[src/rtl/jbi_mout_sched_pkg.sv]
// jbi_mout_sched_pkg: shared states, requester ids and helpers for the JBus mout scheduler
package jbi_mout_sched_pkg;
    localparam int N_REQ = 4;
    localparam logic [1:0] REQ_PIORQQ = 2'd0;
    typedef enum logic [1:0] {ST_IDLE, ST_REQ, ST_SEND} state_e;
    function automatic logic [1:0] oh2bin(input logic [N_REQ-1:0] oh);
        oh2bin = '0;
        for (int i = 0; i < N_REQ; i++) if (oh[i]) oh2bin = i[1:0];
    endfunction
endpackage

[src/rtl/jbi_mout_sched_if.sv]
// jbi_mout_sched_if: requester/arbiter inputs and beat/scheduling outputs of the mout scheduler
interface jbi_mout_sched_if;
    import jbi_mout_sched_pkg::*;
    logic [N_REQ-1:0]   req;
    logic [3*N_REQ-1:0] req_len;
    logic [N_REQ-1:0]   flow_ok;
    logic               multiple_ok;
    logic               parked_on_us;
    logic               int_req;
    logic               multiple_in_progress;
    logic               stream_break_point;
    logic               int_requestor_piorqq;
    logic               have_trans_waiting;
    logic               piorqq_req;
    logic [N_REQ-1:0]   sel;
    logic               beat_vld;
    logic               beat_last;
    logic [N_REQ-1:0]   pop;
    modport master (
        output req, req_len, flow_ok, multiple_ok, parked_on_us,
        input  int_req, multiple_in_progress, stream_break_point, int_requestor_piorqq,
               have_trans_waiting, piorqq_req, sel, beat_vld, beat_last, pop
    );
    modport slave (
        input  req, req_len, flow_ok, multiple_ok, parked_on_us,
        output int_req, multiple_in_progress, stream_break_point, int_requestor_piorqq,
               have_trans_waiting, piorqq_req, sel, beat_vld, beat_last, pop
    );
endinterface

[src/rtl/jbi_rr_pick4.sv]
// jbi_rr_pick4: one-hot round-robin pick among 4 requesters, starting after last_winner
module jbi_rr_pick4 (
    input  logic [3:0] eligible_i,
    input  logic [1:0] last_winner_i,
    output logic [3:0] winner_o
);
    // scan from farthest to nearest so the nearest eligible after last_winner wins
    always_comb begin
        winner_o = '0;
        for (int k = 4; k >= 1; k--) begin
            if (eligible_i[last_winner_i + 2'(k)]) begin
                winner_o = '0;
                winner_o[last_winner_i + 2'(k)] = 1'b1;
            end
        end
    end
endmodule

[src/rtl/jbi_mout_sched.sv]
// jbi_mout_sched: round-robin packet scheduler driving JBus requests and beat selection
module jbi_mout_sched
    import jbi_mout_sched_pkg::*;
(
    input  logic             clk,
    input  logic             rst,
    jbi_mout_sched_if.slave  bus
);
    state_e           state_q, state_d;
    logic [1:0]       win_q, win_d, last_q, last_d, pick_last, pick_id;
    logic [2:0]       len_q, len_d, cnt_q, cnt_d;
    logic [N_REQ-1:0] elig, pick_oh;
    logic             act, last_beat;
    assign elig      = bus.req & bus.flow_ok;
    assign pick_last = state_q == ST_SEND ? win_q : last_q;
    assign pick_id   = oh2bin(pick_oh);
    assign last_beat = state_q == ST_SEND && cnt_q == len_q;
    assign act       = !rst;
    jbi_rr_pick4 u_pick (
        .eligible_i    (elig),
        .last_winner_i (pick_last),
        .winner_o      (pick_oh)
    );
    always_comb begin
        state_d = state_q;
        win_d   = win_q;
        last_d  = last_q;
        len_d   = len_q;
        cnt_d   = cnt_q;
        case (state_q)
            ST_IDLE: if (|elig) begin
                state_d = ST_REQ;
                win_d   = pick_id;
                len_d   = bus.req_len[pick_id*3 +: 3];
            end
            ST_REQ: begin
                if (bus.multiple_ok) begin
                    state_d = ST_SEND;
                    cnt_d   = '0;
                end else if (!elig[win_q]) state_d = ST_IDLE;
            end
            ST_SEND: begin
                cnt_d = last_beat ? 3'd0 : cnt_q + 3'd1;
                if (last_beat) begin
                    last_d  = win_q;
                    // picking from win_q leaves the popped requester last in line
                    state_d = bus.parked_on_us && |elig ? ST_REQ : ST_IDLE;
                    win_d   = bus.parked_on_us && |elig ? pick_id : win_q;
                    len_d   = bus.parked_on_us && |elig ? bus.req_len[pick_id*3 +: 3] : len_q;
                end
            end
            default: state_d = ST_IDLE;
        endcase
    end
    always_ff @(posedge clk) begin
        if (rst) begin
            state_q <= ST_IDLE;
            win_q   <= '0;
            last_q  <= 2'd3;
            len_q   <= '0;
            cnt_q   <= '0;
        end else begin
            state_q <= state_d;
            win_q   <= win_d;
            last_q  <= last_d;
            len_q   <= len_d;
            cnt_q   <= cnt_d;
        end
    end
    assign bus.int_req              = act && state_q != ST_IDLE;
    assign bus.beat_vld             = act && state_q == ST_SEND;
    assign bus.multiple_in_progress = bus.beat_vld;
    assign bus.beat_last            = act && last_beat;
    assign bus.stream_break_point   = bus.beat_last;
    assign bus.sel                  = bus.beat_vld ? 4'b0001 << win_q : 4'b0000;
    assign bus.pop                  = bus.beat_last ? 4'b0001 << win_q : 4'b0000;
    assign bus.int_requestor_piorqq = bus.int_req && win_q == REQ_PIORQQ;
    assign bus.have_trans_waiting   = |elig;
    assign bus.piorqq_req           = bus.req[0];
endmodule

[src/flat_wrapper.sv]
// flat-port wrapper written by rule: the top's interface ports become plain ports
module jbi_mout_sched_flat import jbi_mout_sched_pkg::*;
  (clk, rst, bus_req, bus_req_len, bus_flow_ok, bus_multiple_ok, bus_parked_on_us, bus_int_req, bus_multiple_in_progress, bus_stream_break_point, bus_int_requestor_piorqq, bus_have_trans_waiting, bus_piorqq_req, bus_sel, bus_beat_vld, bus_beat_last, bus_pop);
  jbi_mout_sched_if bus_i ();
  input  logic clk;
  input  logic rst;
  input wire logic [$bits(bus_i.req)-1:0] bus_req;
  input wire logic [$bits(bus_i.req_len)-1:0] bus_req_len;
  input wire logic [$bits(bus_i.flow_ok)-1:0] bus_flow_ok;
  input wire logic [$bits(bus_i.multiple_ok)-1:0] bus_multiple_ok;
  input wire logic [$bits(bus_i.parked_on_us)-1:0] bus_parked_on_us;
  output wire logic [$bits(bus_i.int_req)-1:0] bus_int_req;
  output wire logic [$bits(bus_i.multiple_in_progress)-1:0] bus_multiple_in_progress;
  output wire logic [$bits(bus_i.stream_break_point)-1:0] bus_stream_break_point;
  output wire logic [$bits(bus_i.int_requestor_piorqq)-1:0] bus_int_requestor_piorqq;
  output wire logic [$bits(bus_i.have_trans_waiting)-1:0] bus_have_trans_waiting;
  output wire logic [$bits(bus_i.piorqq_req)-1:0] bus_piorqq_req;
  output wire logic [$bits(bus_i.sel)-1:0] bus_sel;
  output wire logic [$bits(bus_i.beat_vld)-1:0] bus_beat_vld;
  output wire logic [$bits(bus_i.beat_last)-1:0] bus_beat_last;
  output wire logic [$bits(bus_i.pop)-1:0] bus_pop;
  assign bus_i.req = bus_req;
  assign bus_i.req_len = bus_req_len;
  assign bus_i.flow_ok = bus_flow_ok;
  assign bus_i.multiple_ok = bus_multiple_ok;
  assign bus_i.parked_on_us = bus_parked_on_us;
  assign bus_int_req = bus_i.int_req;
  assign bus_multiple_in_progress = bus_i.multiple_in_progress;
  assign bus_stream_break_point = bus_i.stream_break_point;
  assign bus_int_requestor_piorqq = bus_i.int_requestor_piorqq;
  assign bus_have_trans_waiting = bus_i.have_trans_waiting;
  assign bus_piorqq_req = bus_i.piorqq_req;
  assign bus_sel = bus_i.sel;
  assign bus_beat_vld = bus_i.beat_vld;
  assign bus_beat_last = bus_i.beat_last;
  assign bus_pop = bus_i.pop;
  jbi_mout_sched u_core (.clk(clk), .rst(rst), .bus(bus_i));
endmodule
[config.mk]
export PLATFORM = sky130hd
export DESIGN_NAME = jbi_mout_sched_flat
export DESIGN_NICKNAME = d
export VERILOG_FILES = /design/src/rtl/jbi_mout_sched_pkg.sv /design/src/rtl/jbi_mout_sched_if.sv /design/src/rtl/jbi_rr_pick4.sv /design/src/rtl/jbi_mout_sched.sv /design/src/flat_wrapper.sv
export SDC_FILE = /design/constraint.sdc
export NUM_CORES = 1
export LEC_CHECK = 0
export BUFFER_PORTS_ARGS = -buffer_cell sky130_fd_sc_hd__buf_2
export CAP_MARGIN = 20
export CORE_MARGIN = 10
export CORE_UTILIZATION = 54
export DETAILED_ROUTE_END_ITERATION = 16
export PLACE_DENSITY = 0.9
export SETUP_SLACK_MARGIN = 0.15
export SYNTH_ARGS = -nofsm -noshare
export SYNTH_HDL_FRONTEND = slang
export SYNTH_SLANG_ARGS = --single-unit
[constraint.sdc]
create_clock -name clk -period 5.3 [get_ports clk]
set_clock_uncertainty 0.05 [all_clocks]
set_input_delay 0.795 -clock clk [delete_from_list [all_inputs] [get_ports clk]]
set_output_delay 0.795 -clock clk [all_outputs]
set_load 0.01 [all_outputs]
## Yosys cells after proc, flatten, opt, wreduce, memory -nomap -nowiden

Cells that the tools add are included.
Widths: inputs -> output; s select.

- Word-level logic and storage cells: 96
- Bits in registers: 12
- Input port bits: 24

- Shift operators: 2
- Reduce and logical (&&, ||, !) cells: 21
- Multiply operators: 1
- Order comparisons: 9
- Bitwise operators: 1
- Add/subtract/negate cells: 4
- Muxes and demuxes: 45
- Eq/ne operators: 8

Operator list:

| operator | count |
|---|---|
| $mux 4 | 6 |
| $mux 2 | 10 |
| $lt 2x3->1 const B | 5 |
| $mux 3 | 5 |
| $pmux 3 s2 | 2 |
| $shiftx 12x5->3 | 1 |
| $mux 1 | 11 |
| $bmux 1 s2 | 5 |
| $logic_and 1x1->1 | 10 |
| $demux 1 s2 | 4 |
| $ge 2x1->1 const B | 4 |
| $ne 2x2->1 const B | 3 |
| $pmux 2 s3 | 1 |
| $reduce_bool 2->1 | 3 |
| $add 2x2->2 const B | 2 |
| $and 4x4->4 | 1 |
| $logic_not 2->1 | 2 |
| $mul 2x2->4 const B | 1 |
| $pmux 2 s2 | 1 |
| $reduce_and 2->1 | 2 |
| $reduce_and 4->1 | 1 |
| $reduce_or 4->1 | 1 |
| $shl 1x2->4 const A | 1 |
| $add 3x1->3 const B | 1 |
| 8 further kinds | 8 |

## Depth between registers and ports, before layout

Gate-level depths: netlist of the first run.

- Word-level depth: 18
- Depth in mapped cells: 11

## Cells and area by module

From an unflattened synthesis of the first run, not the netlist that was laid out.

- Cell total of the unflattened synthesis: 157
- Area, all modules: 1251.2 um^2

By module, submodules not included:

| module | area each (um^2) | cells each | sequential area each (um^2) | times used |
|---|---|---|---|---|
| jbi_mout_sched | 862.1 | 113 | 240.2 | 1 |
| jbi_rr_pick4 | 389.1 | 44 | 0.0 | 1 |

## Least setup slack after synthesis of the first run

Ideal clock, no wire load.

- Kind: register to register
- Start: register u_core.state_q[0]
- End: register u_core.len_q[0]
- Setup slack: 2.300 ns
- Data arrival time: 2.797 ns
- Setup time: 0.153 ns
- Period minus slack after synthesis: 3.000 ns
- Stages on the path, launching flop included: 12
- Path through: dfxtp_1 nand2b_1 buf_6 mux2i_4 ha_1 a2111oi_0 a21o_1 nor2_1 a311oi_1 o31ai_2 nor4_1 a2111oi_1

- Cells in the longest elaborated chain, start to end: 18

RTL lines:

| item | RTL line | source |
|---|---|---|
| from (decl) | jbi_mout_sched.sv:9 | `state_e state_q, state_d;` |
| from (signal assigned) | jbi_mout_sched.sv:63 | `state_q <= state_d;` |
| $eq 2x2->1 | jbi_mout_sched.sv:15, jbi_mout_sched.sv:17, jbi_mout_sched.sv:30 |  |
| $mux 2 | jbi_mout_sched.sv:15 | `assign pick_last = state_q == ST_SEND ? win_q : last_q;` |
| $add 2x2->2, or another cell as far along | jbi_rr_pick4.sv:11, jbi_rr_pick4.sv:13 |  |
| $lt 2x3->1 (implied by the code), or another cell as far along | jbi_rr_pick4.sv:13 | `winner_o[last_winner_i + 2'(k)] = 1'b1;` |
| $logic_and 1x1->1 (implied by the code) / $mux 1 (equally long branches) | jbi_rr_pick4.sv:13 |  |
| $mux 1 (implied by the code) / $demux 1 s2 (equally long branches) | jbi_rr_pick4.sv:13 |  |
| $demux 1 s2 / $mux 4 (equally long branches) | jbi_rr_pick4.sv:13, jbi_rr_pick4.sv:11 |  |
| $mux 4 (3 in series) | jbi_rr_pick4.sv:11 | `if (eligible_i[last_winner_i + 2'(k)]) begin` |
| $mux 1 | jbi_mout_sched_pkg.sv:8 | `for (int i = 0; i < N_REQ; i++) if (oh[i]) oh2bin = i[1:0];` |
| $mux 2 (2 in series) | jbi_mout_sched_pkg.sv:8 |  |
| $mul 2x2->4 | jbi_mout_sched.sv:34, jbi_mout_sched.sv:49 |  |
| $shiftx 12x5->3 | jbi_mout_sched.sv:34, jbi_mout_sched.sv:49 |  |
| $mux 3 | jbi_mout_sched.sv:49 | `len_d = bus.parked_on_us && \|elig ? bus.req_len[pick_id*3 +: 3] : len_q;` |
| $mux 3 | jbi_mout_sched.sv:44 | `if (last_beat) begin` |
| $pmux 3 s2 | jbi_mout_sched.sv:30 | `case (state_q)` |
| to (signal assigned) | jbi_mout_sched.sv:66 | `len_q <= len_d;` |
| to (decl) | jbi_mout_sched.sv:11 | `logic [2:0] len_q, len_d, cnt_q, cnt_d;` |

Parallel ways exist; a longest one is shown, timed or not. The select of a mux whose other input is x is not followed.
A chain may end at the register's enable or synchronous reset.

## Worst setup path in the final report of the first run

- Start: register u_core.state_q[0]
- End: register u_core.len_q[2]

Same word-level chain as after synthesis.

==> results.sh, run 1 <==
export IMPL_status="completed"
export IMPL_die_h_um=67.31
export IMPL_synth_top_family_by_area="simple AND/OR/NAND/NOR gates"
export IMPL_synth_mux_area_share_pct=17.91
export IMPL_ys_seq_elements=12
export IMPL_slew_headroom_pct=40.10
export IMPL_rsz0062_at_grt="no"
export IMPL_numPortBuffers=39
export IMPL_htree_levels=1
export IMPL_hold_viol=0
export IMPL_synth_area_leaders="dfxtp_1 (20%), nor2_1 (9.0%), mux2i_1 (8.3%)"
export IMPL_synth_top_area_share_pct=19.88
export IMPL_fin_total_pwr_uw=342.1
export IMPL_worstMarginPinSlew_ns=0.8932
export IMPL_synth_simple_area_share_pct=28.67
export IMPL_yosys_area_top_type="dfxtp_1"
export IMPL_grt_pass1_wl_mm=5.168
export IMPL_cp_max_fo=7
export IMPL_clock_sinks=12
export IMPL_cp_num_buf_inv=0
export IMPL_dpl_cell_area_mm2=0.001394
export IMPL_cts_tree="done"
export IMPL_nets=217
export IMPL_crit_required_ns=5.37
export IMPL_grt_max_degree=16
export IMPL_fin_cells=216
export IMPL_cap_violations=0
export IMPL_post_cts_resized=0
export IMPL_drv_slew=0
export IMPL_viasPerCell=5.829
export IMPL_holdCritStartpoint="u_core.cnt_q[2]$_SDFFE_PP0P_"
export IMPL_die_area_mm2=0.004531
export IMPL_num_vias=1259
export IMPL_min_path_cells=2
export IMPL_root_buffer="clkbuf_4"
export IMPL_vdd_drop_max_mv=0.1953
export IMPL_async_flop_share_pct=0
export IMPL_core_rowCount=17
export IMPL_coreArea_mm2=0.002170
export IMPL_final_area_mm2=0.001430
export IMPL_synth_compound_area_share_pct=21.12
export IMPL_reg2reg_depth=10
export IMPL_gp_congestion=0.8881
export IMPL_arrival_ns=3.94
export IMPL_synth_xor_area_share_pct=2.174
export IMPL_criticalPathCategory="reg -> reg"
export IMPL_critPathMaxStageDelay_ns=0.61
export IMPL_crit_chain="nand2b_1, mux2i_4, ha_1, a2111oi_0, a21o_1, nor2_1, a311oi_1, o31ai_2, nor4_1, a2111oi_1"
export IMPL_seq_area_frac_synth_pct=19.88
export IMPL_syn_area_mm2=0.001209
export IMPL_start_util_pct=55.71
export IMPL_cts_buffers=3
export IMPL_crit_cells=10
export IMPL_finalSetupViolCount=0
export IMPL_hold_path_end="u_core.cnt_q[2]$_SDFFE_PP0P_"
export IMPL_diodes=0
export IMPL_drt_iter0_markers=69
export IMPL_avgSynthCellArea_um2=7.952
export IMPL_cts_hold_buf=0
export IMPL_crit_slowest_cell="a2111oi_0"
export IMPL_path_clk_slew_ns=0.07
export IMPL_r2r_slack_ns=1.42
export IMPL_ys_flop_type="dfxtp_1"
export IMPL_antenna_found_initial=0
export IMPL_cts_setup_buffers=0
export IMPL_ioPinCount=40
export IMPL_synth_edf_count=0
export IMPL_crit_path_end_kind="flip-flop"
export IMPL_totalWireLength_mm=3.186
export IMPL_grt_pass1_vias=1204
export IMPL_fmax_ghz=0.2579
export IMPL_grt_use_total_pct=13.88
export IMPL_layout_drive_gt1_share_pct=30.32
export IMPL_p_leak_nw=0.6731
export IMPL_placed_cells=212
export IMPL_drc=0
export IMPL_ys_types=43
export IMPL_fin_crit_ns=3.877
export IMPL_wl_per_cell_um=14.75
export IMPL_gr_total_overflow=0
export IMPL_clock_path_buffers=2
export IMPL_min_path_type="reg -> reg"
export IMPL_clock_latency_ns=0.27
export IMPL_timing_rr_start="u_core.state_q[0]$_SDFFE_PP0P_"
export IMPL_area_growth_synth_to_final_pct=18.32
export IMPL_ys_warn_count=0
export IMPL_syn_num_nets=180
export IMPL_rr_endpoint="u_core.len_q[2]$_SDFFE_PP0P_"
export IMPL_critPathLaunchType="flip-flop"
export IMPL_synthAdderAreaFrac_pct=4.141
export IMPL_cpLargestDelayFamily="compound AO/OA/AOI/OAI gates"
export IMPL_drt_pass1_iterations=4
export IMPL_critPathLaunch="u_core.state_q[0]$_SDFFE_PP0P_"
export IMPL_fin_tns_setup_ns=0
export IMPL_ant_nets=0
export IMPL_p_per_area_mw_per_mm2=239.2
export IMPL_die_width_um=67.31
export IMPL_postSynthCellCount=152
export IMPL_fin_crit_sh_pct=73.15
export IMPL_nFillCells=193
export IMPL_hpwl_mm=2.611
[cell usage after synthesis (all sizes together), types with 2 or more instances]
| library cell | n |
|---|---|
| nor2 | 29 |
| dfxtp | 12 |
| mux2i | 11 |
| nand2 | 10 |
| nand2b | 10 |
| a21oi | 9 |
| inv | 7 |
| nor3 | 5 |
| o21ai | 5 |
| a2111oi | 4 |
| buf | 4 |
| ha | 4 |
| mux2 | 4 |
| a211o | 3 |
| a211oi | 3 |
| a311oi | 3 |
| and3 | 3 |
| clkbuf | 3 |
| xor2 | 3 |
| and2b | 2 |
| mux4 | 2 |
| nand3 | 2 |
| nor4 | 2 |
| o31ai | 2 |
[flip-flops by register name, summed over array words and instances (netlist names)]
| register | flops |
|---|---|
| u_core.cnt_q | 3 |
| u_core.last_q | 2 |
| u_core.len_q | 3 |
| u_core.state_q | 2 |
| u_core.win_q | 2 |
[per-layer routing]
| metal | up-vias | wire length [µm] | track usage [%] |
|---|---|---|---|
| met5 | - | 0 | 0 |
| met4 | 0 | 28 | 3.846 |
| met3 | 4 | 274 | 4.298 |
| met2 | 51 | 1503 | 23.34 |
| met1 | 580 | 1379 | 16.67 |
| li1 | 624 | - | - |
[worst max-delay path by stage]
stage	to	slack [ns]
global placement	u_core.len_q[0]$_SDFFE_PP0P_	1.90
finish	u_core.len_q[2]$_SDFFE_PP0P_	1.42
CTS	u_core.len_q[2]$_SDFFE_PP0P_	1.53
floorplan	u_core.len_q[0]$_SDFFE_PP0P_	2.30
global route	u_core.len_q[2]$_SDFFE_PP0P_	1.12
detailed placement	u_core.len_q[2]$_SDFFE_PP0P_	1.53
[per-stage QoR]
stage	setup WS [ns]	util, %	hold WS [ns]
finish	1.423	65.92	0.4686
floorplan	2.300	-	0.4187
CTS	1.531	65.92	0.4689
global route	1.119	65.92	0.5069
detailed placement	1.526	64.24	0.4580
global placement	1.897	64.24	0.4374
[logic make-up (layout without fill, tap and decap cells)]
group | Yosys count | in the layout
AND/OR/NAND/NOR | 70 | 70
flip-flops | 12 | 12
XOR/XNOR | 3 | 3
multiplexers | 17 | 17
adder cells (fa/ha/maj) | 4 | 4
buffers and inverters | 14 | 50
AO/OA/AOI/OAI | 32 | 32
[area by class of cell]
cell class,instances,area (µm²),area share (%)
sequential,12,240.2,16.80
timing repair buffer,39,195.2,13.65
multi-input combinational,126,894.6,62.55
clock buffer,4,36.28,2.537
tap,28,35.03,2.450
inverter,7,28.78,2.012
[placed cells by master, fill, tap and decap left out, drive strengths merged, types with 3 or more instances in the layout]
cell,n
nand2,10
nor2,29
buf,39
o21ai,5
xor2,3
a21oi,9
a311oi,3
a211oi,3
inv,7
a2111oi,4
ha,4
mux2,4
nor3,5
a211o,3
mux2i,11
dfxtp,12
and3,3
clkbuf,4
nand2b,10
[power breakdown]
| part | total [mW] | internal [mW] | switching (mW) |
|---|---|---|---|
| Sequential | 0.119 | 0.101 | 0.0175 |
| Clock | 0.0712 | 0.0418 | 0.0294 |
| Combinational | 0.152 | 0.0667 | 0.0854 |
[worst register-to-register path: stages, from the launching register on]
cell       delay, ns
dfxtp_1         0.40
nand2b_1        0.39
mux2i_4         0.42
ha_1            0.34
a2111oi_0       0.61
a21o_1          0.18
nor2_1          0.07
a311oi_1        0.38
o31ai_2         0.18
nor4_1          0.53
a2111oi_1       0.18
Note: power is estimated with default switching activity, not from simulation.
==> run 2: changes to the inputs <==
- CORE_UTILIZATION: 54 -> 45
- PLACE_DENSITY: 0.9 -> 0.8
- clock period: 5.3 -> 3.39 ns (I/O delays scaled with it)
==> results.sh, run 2 (synthesized netlist as in run 1, its figures left out) <==
export IMPL_clock_sinks=12
export IMPL_htree_levels=1
export IMPL_hpwl_mm=2.780
export IMPL_final_common_cell="buf_2"
export IMPL_cts_hold_buf=0
export IMPL_antenna_found_initial=0
export IMPL_drc=0
export IMPL_totalWireLength_mm=3.492
export IMPL_drt_pass1_iterations=4
export IMPL_status="completed"
export IMPL_use_met2_pct=21.67
export IMPL_ant_nets=0
export IMPL_p_per_area_mw_per_mm2=387.4
export IMPL_cts_tree="done"
export IMPL_cp_max_fo=7
export IMPL_fin_total_pwr_uw=602.5
export IMPL_nFillCells=238
export IMPL_rsz0062_at_grt="no"
export IMPL_slew_headroom_pct=56.54
export IMPL_area_growth_synth_to_final_pct=28.67
export IMPL_r2r_slack_ns=0.31
export IMPL_worstMarginPinSlew_ns=0.6507
export IMPL_arrival_ns=3.20
export IMPL_root_buffer="clkbuf_4"
export IMPL_min_path_cells=3
export IMPL_multi_input_area_um2=932.1
export IMPL_diodes=0
export IMPL_rr_endpoint="u_core.len_q[1]$_SDFFE_PP0P_"
export IMPL_reg2reg_depth=10
export IMPL_grt_pass1_vias=1277
export IMPL_criticalPathCategory="reg -> reg"
export IMPL_fin_crit_ns=3.083
export IMPL_numPortBuffers=39
export IMPL_use_met3_pct=3.444
export IMPL_start_util_pct=47.92
export IMPL_finalSetupViolCount=0
export IMPL_hold_viol=0
export IMPL_core_rowCount=18
export IMPL_cap_violations=0
export IMPL_die_area_mm2=0.005159
export IMPL_clock_latency_ns=0.29
export IMPL_critPathLaunchType="flip-flop"
export IMPL_vdd_drop_max_mv=0.2456
export IMPL_wl_per_cell_um=15.25
export IMPL_fmax_ghz=0.3243
export IMPL_fin_tns_setup_ns=0
export IMPL_final_cell_mix="buf_2 (39), nor2_1 (29), buf_4 (11)"
export IMPL_path_clk_slew_ns=0.08
export IMPL_die_h_um=71.83
export IMPL_coreArea_mm2=0.002522
export IMPL_crit_path_end_kind="flip-flop"
export IMPL_nets=228
export IMPL_crit_required_ns=3.51
export IMPL_drv_slew=0
export IMPL_grt_max_degree=16
export IMPL_ioPinCount=40
export IMPL_reg_top3="u_core.cnt_q: 3 flops, u_core.len_q: 3 flops"
export IMPL_num_vias=1305
export IMPL_grt_use_total_pct=13.09
export IMPL_min_path_type="in -> reg"
export IMPL_regArea_um2=242.7
export IMPL_met1_usage_pct=15.77
export IMPL_final_area_mm2=0.001555
export IMPL_drt_iter0_markers=62
export IMPL_hold_path_end="u_core.state_q[1]$_SDFFE_PP0P_"
export IMPL_dpl_cell_area_mm2=0.001456
export IMPL_timing_rr_start="u_core.state_q[0]$_SDFFE_PP0P_"
export IMPL_clock_path_buffers=2
export IMPL_die_width_um=71.83
export IMPL_gr_total_overflow=0
export IMPL_fin_crit_sh_pct=90.95
export IMPL_p_leak_nw=0.7334
export IMPL_layout_drive_gt1_share_pct=37.69
export IMPL_viasPerCell=5.699
export IMPL_holdCritStartpoint="bus_multiple_ok"
export IMPL_top_usage_layer="met2"
export IMPL_gp_congestion=0.9026
export IMPL_cts_buffers=3
export IMPL_grt_pass1_wl_mm=5.761
==> run 2: worst max-delay path, cell delays in order (launching register included) <==
cell	delay (ns)
dfxtp_2	0.35
nand2b_4	0.17
mux2i_4	0.19
ha_1	0.36
nor2_1	0.08
a21o_1	0.21
or4_1	0.56
a311oi_4	0.37
nor4_1	0.10
buf_4	0.16
a2111oi_1	0.35
==> run 2: cell type report <==
cell class              instances  area share [%]
inverters                       7           1.850
repair buffers                 50           17.86
flip-flops and latches         12           15.61
multi-input cells             126           59.94
clock buffers                   4           2.333
well taps                      30           2.414
==> run 2: through the flow <==
stage          setup slack [ns]  util [%]  std cells  hold WS, ns
3_3_place_gp             0.2630     57.74        222       0.4355
4_1_cts                  0.2346     59.97        226       0.4232
6_report                 0.3069     61.66        229       0.4165
2_1_floorplan            0.3897         -        152       0.4187
3_5_place_dp            0.08611     57.74        222       0.4607
5_1_grt                  0.1614     61.66        229       0.4235
==> run 2: how the worst max path moves through the flow <==
stage / start / slack [ns] / depth (start not counted) / to
6_report: u_core.state_q[0]$_SDFFE_PP0P_ / 0.31 / 10 / u_core.len_q[1]$_SDFFE_PP0P_
5_1_grt: u_core.state_q[0]$_SDFFE_PP0P_ / 0.16 / 12 / u_core.len_q[0]$_SDFFE_PP0P_
4_1_cts: u_core.state_q[1]$_SDFFE_PP0P_ / 0.23 / 10 / u_core.len_q[2]$_SDFFE_PP0P_
3_5_place_dp: u_core.state_q[0]$_SDFFE_PP0P_ / 0.09 / 10 / u_core.len_q[2]$_SDFFE_PP0P_
3_3_place_gp: u_core.state_q[0]$_SDFFE_PP0P_ / 0.26 / 11 / u_core.len_q[2]$_SDFFE_PP0P_
2_1_floorplan: u_core.state_q[0]$_SDFFE_PP0P_ / 0.39 / 11 / u_core.len_q[0]$_SDFFE_PP0P_
==> run 2: repair_timing <==
action / in CTS / in global routing
pin swaps: 3 / 3
buffers inserted: 0 / 3
endpoints found under the setup margin: 3 / 3
resized for setup: 3 / 7
==> run 2: power breakdown <==
| group | leakage (nW) | switching, mW | total (mW) | internal [mW] |
|---|---|---|---|---|
| clock | 0.0210 | 0.0553 | 0.121 | 0.0656 |
| sequential | 0.0992 | 0.0155 | 0.174 | 0.159 |
| combinational | 0.613 | 0.165 | 0.307 | 0.142 |
| total | 0.733 | 0.236 | 0.602 | 0.367 |
==> run 2: routing by layer <==
metal | part of all wire (%) | wire length [µm] | up-vias
met5 | 0 | 0 | -
met4 | 1.4 | 49 | 0
met3 | 7.8 | 272 | 5
met2 | 49 | 1694 | 48
met1 | 42 | 1476 | 608
li1 | - | - | 644
==> run 3: changes to the inputs <==
--- a/config.mk
+++ b/config.mk
@@ -12,4 +12,5 @@
 export DETAILED_ROUTE_END_ITERATION = 16
 export PLACE_DENSITY = 0.8
+export RECOVER_POWER = 25
 export SETUP_SLACK_MARGIN = 0.15
 export SYNTH_ARGS = -nofsm -noshare
==> constraint.sdc (replaced) <==
create_clock -name clk -period 3.39 [get_ports clk]
set_clock_uncertainty 0.05 [all_clocks]
set_input_delay 0.678 -clock clk [delete_from_list [all_inputs] [get_ports clk]]
set_output_delay 0.678 -clock clk [all_outputs]
set_load 0.01 [all_outputs]
==> results.sh, run 3 (synthesized netlist as in run 1, its figures left out) <==
export IMPL_status="completed"
export IMPL_nFillCells=241
export IMPL_num_vias=1299
export IMPL_vdd_drop_max_mv=0.2459
export IMPL_final_area_mm2=0.001550
export IMPL_critPathMaxStageDelay_ns=0.56
export IMPL_fin_crit_sh_pct=90.94
export IMPL_reg_top3="u_core.cnt_q: 3 flops, u_core.len_q: 3 flops"
export IMPL_critPathLaunchType="flip-flop"
export IMPL_ioPinCount=40
export IMPL_nets=228
export IMPL_holdCritStartpoint="u_core.cnt_q[2]$_SDFFE_PP0P_"
export IMPL_root_buffer="clkbuf_4"
export IMPL_fin_crit_ns=3.083
export IMPL_clock_power_share_pct=20.3
export IMPL_hold_path_end="u_core.cnt_q[2]$_SDFFE_PP0P_"
export IMPL_diodes=0
export IMPL_wl_per_cell_um=15.25
export IMPL_internal_power_uw=362.6
export IMPL_hold_viol=0
export IMPL_p_leak_nw=0.7269
export IMPL_cp_num_buf_inv=1
export IMPL_antenna_found_initial=0
export IMPL_worstMarginPinSlew_ns=0.6509
export IMPL_clock_path_buffers=2
export IMPL_die_h_um=71.83
export IMPL_gr_total_overflow=0
export IMPL_ant_nets=0
export IMPL_final_core_util_pct=61.46
export IMPL_finalSetupViolCount=0
export IMPL_seq_power_share_pct=29.2
export IMPL_drc=0
export IMPL_crit_slowest_cell="or4_1"
export IMPL_r2r_slack_ns=0.31
export IMPL_grt_max_degree=16
export IMPL_switching_power_uw=235.9
export IMPL_cp_max_fo=7
export IMPL_timing_rr_start="u_core.state_q[0]$_SDFFE_PP0P_"
export IMPL_cap_violations=0
export IMPL_criticalPathCategory="reg -> reg"
export IMPL_grt_pass1_wl_mm=5.761
export IMPL_holdWs_ns=0.4674
export IMPL_start_util_pct=47.92
export IMPL_fin_total_pwr_uw=598.4
export IMPL_fin_tns_setup_ns=0
export IMPL_drt_iter0_markers=62
export IMPL_clock_latency_ns=0.29
export IMPL_min_path_type="reg -> reg"
export IMPL_numPortBuffers=39
export IMPL_layout_drive_gt1_share_pct=36.68
export IMPL_clock_sinks=12
export IMPL_crit_path_end_kind="flip-flop"
export IMPL_die_area_mm2=0.005159
export IMPL_grt_use_total_pct=13.09
export IMPL_final_cell_mix="buf_2 (38), nor2_1 (29)"
export IMPL_coreArea_mm2=0.002522
export IMPL_viasPerCell=5.672
export IMPL_grt_pass1_vias=1277
export IMPL_arrival_ns=3.21
export IMPL_crit_required_ns=3.51
export IMPL_rsz0062_at_grt="no"
export IMPL_cpLargestDelayFamily="compound AO/OA/AOI/OAI gates"
export IMPL_drv_slew=0
export IMPL_reg2reg_depth=10
export IMPL_totalWireLength_mm=3.492
export IMPL_rr_endpoint="u_core.len_q[1]$_SDFFE_PP0P_"
export IMPL_dpl_cell_area_mm2=0.001456
export IMPL_drt_pass1_iterations=4
export IMPL_path_clk_slew_ns=0.08
export IMPL_fmax_ghz=0.3244
export IMPL_gp_congestion=0.9026
export IMPL_die_width_um=71.83
export IMPL_final_common_cell="buf_2"
export IMPL_crit_chain="nand2b_4, mux2i_4, ha_1, nor2_1, a21o_1, or4_1, a311oi_4, nor4_1, buf_4, a2111oi_1"
export IMPL_p_per_area_mw_per_mm2=386.0
export IMPL_hpwl_mm=2.780
export IMPL_core_rowCount=18
export IMPL_slew_headroom_pct=56.52
export IMPL_combPwrFrac_pct=50.6
export IMPL_cts_tree="done"
export IMPL_cts_buffers=3
export IMPL_min_path_cells=2
export IMPL_area_growth_synth_to_final_pct=28.26
export IMPL_htree_levels=1
export IMPL_switching_share_pct=39.41
run 3: cell types whose count changed in the layout (fill, tap and decap cells not counted), sizes merged:
cell | previous run | this run
buf | 50 | 48
clkbuf | 4 | 6
run 3: metrics by stage:
step / std cells / setup slack, ns
3_5_place_dp: 222 / 0.08611
6_report: 229 / 0.3070
3_3_place_gp: 222 / 0.2630
4_1_cts: 226 / 0.2346
2_1_floorplan: 152 / 0.3897
5_1_grt: 229 / 0.1614
run 3: cell type report:
cell class | count | area [µm²] | share of cell area [%]
tap | 30 | 37.54 | 2.421
clock buffer | 4 | 36.28 | 2.341
multi-input combinational | 126 | 932.1 | 60.13
inverter | 7 | 28.78 | 1.856
sequential | 12 | 242.7 | 15.66
timing repair buffer | 50 | 272.8 | 17.59
run 3: power by group through the flow:
stage / sequential [mW] / clock, mW / combinational, mW
global route: 0.177 / 0.131 / 0.331
global placement: 0.176 / 0 / 0.267
CTS: 0.174 / 0.120 / 0.288
floorplan: 0.172 / 0 / 0.195
detailed placement: 0.177 / 0 / 0.278
finish: 0.174 / 0.121 / 0.303
run 3: tightest hold or removal path, stage by stage (launching register included):
cell	delay, ns
dfxtp_1	0.34
o21ai_0	0.08
a21oi_1	0.06
run 3: per-layer routing:
| layer | track usage [%] | up-vias | wire length, µm |
|---|---|---|---|
| li1 | - | 644 | - |
| met1 | 15.77 | 606 | 1480 |
| met2 | 21.67 | 44 | 1693 |
| met3 | 3.444 | 5 | 268 |
| met4 | 4.731 | 0 | 49 |
| met5 | 0 | - | 0 |
run 3: worst max-delay path by stage:
| stage | from | to | slack [ns] | cells past startpoint |
|---|---|---|---|---|
| after floorplan | u_core.state_q[0]$_SDFFE_PP0P_ | u_core.len_q[0]$_SDFFE_PP0P_ | 0.39 | 11 |
| after global placement | u_core.state_q[0]$_SDFFE_PP0P_ | u_core.len_q[2]$_SDFFE_PP0P_ | 0.26 | 11 |
| after detailed placement | u_core.state_q[0]$_SDFFE_PP0P_ | u_core.len_q[2]$_SDFFE_PP0P_ | 0.09 | 10 |
| after CTS | u_core.state_q[1]$_SDFFE_PP0P_ | u_core.len_q[2]$_SDFFE_PP0P_ | 0.23 | 10 |
| after global routing | u_core.state_q[0]$_SDFFE_PP0P_ | u_core.len_q[0]$_SDFFE_PP0P_ | 0.16 | 12 |
| final | u_core.state_q[0]$_SDFFE_PP0P_ | u_core.len_q[1]$_SDFFE_PP0P_ | 0.31 | 10 |
run 3: timing repair:
| item | 4_1_cts | 5_1_grt |
|---|---|---|
| buffers inserted | 0 | 3 |
| pin swaps | 3 | 3 |
| setup endpoints to repair | 3 | 3 |
| hold buffers | 0 | 0 |
| resized for setup | 3 | 7 |
| hold endpoints to repair | 0 | 0 |
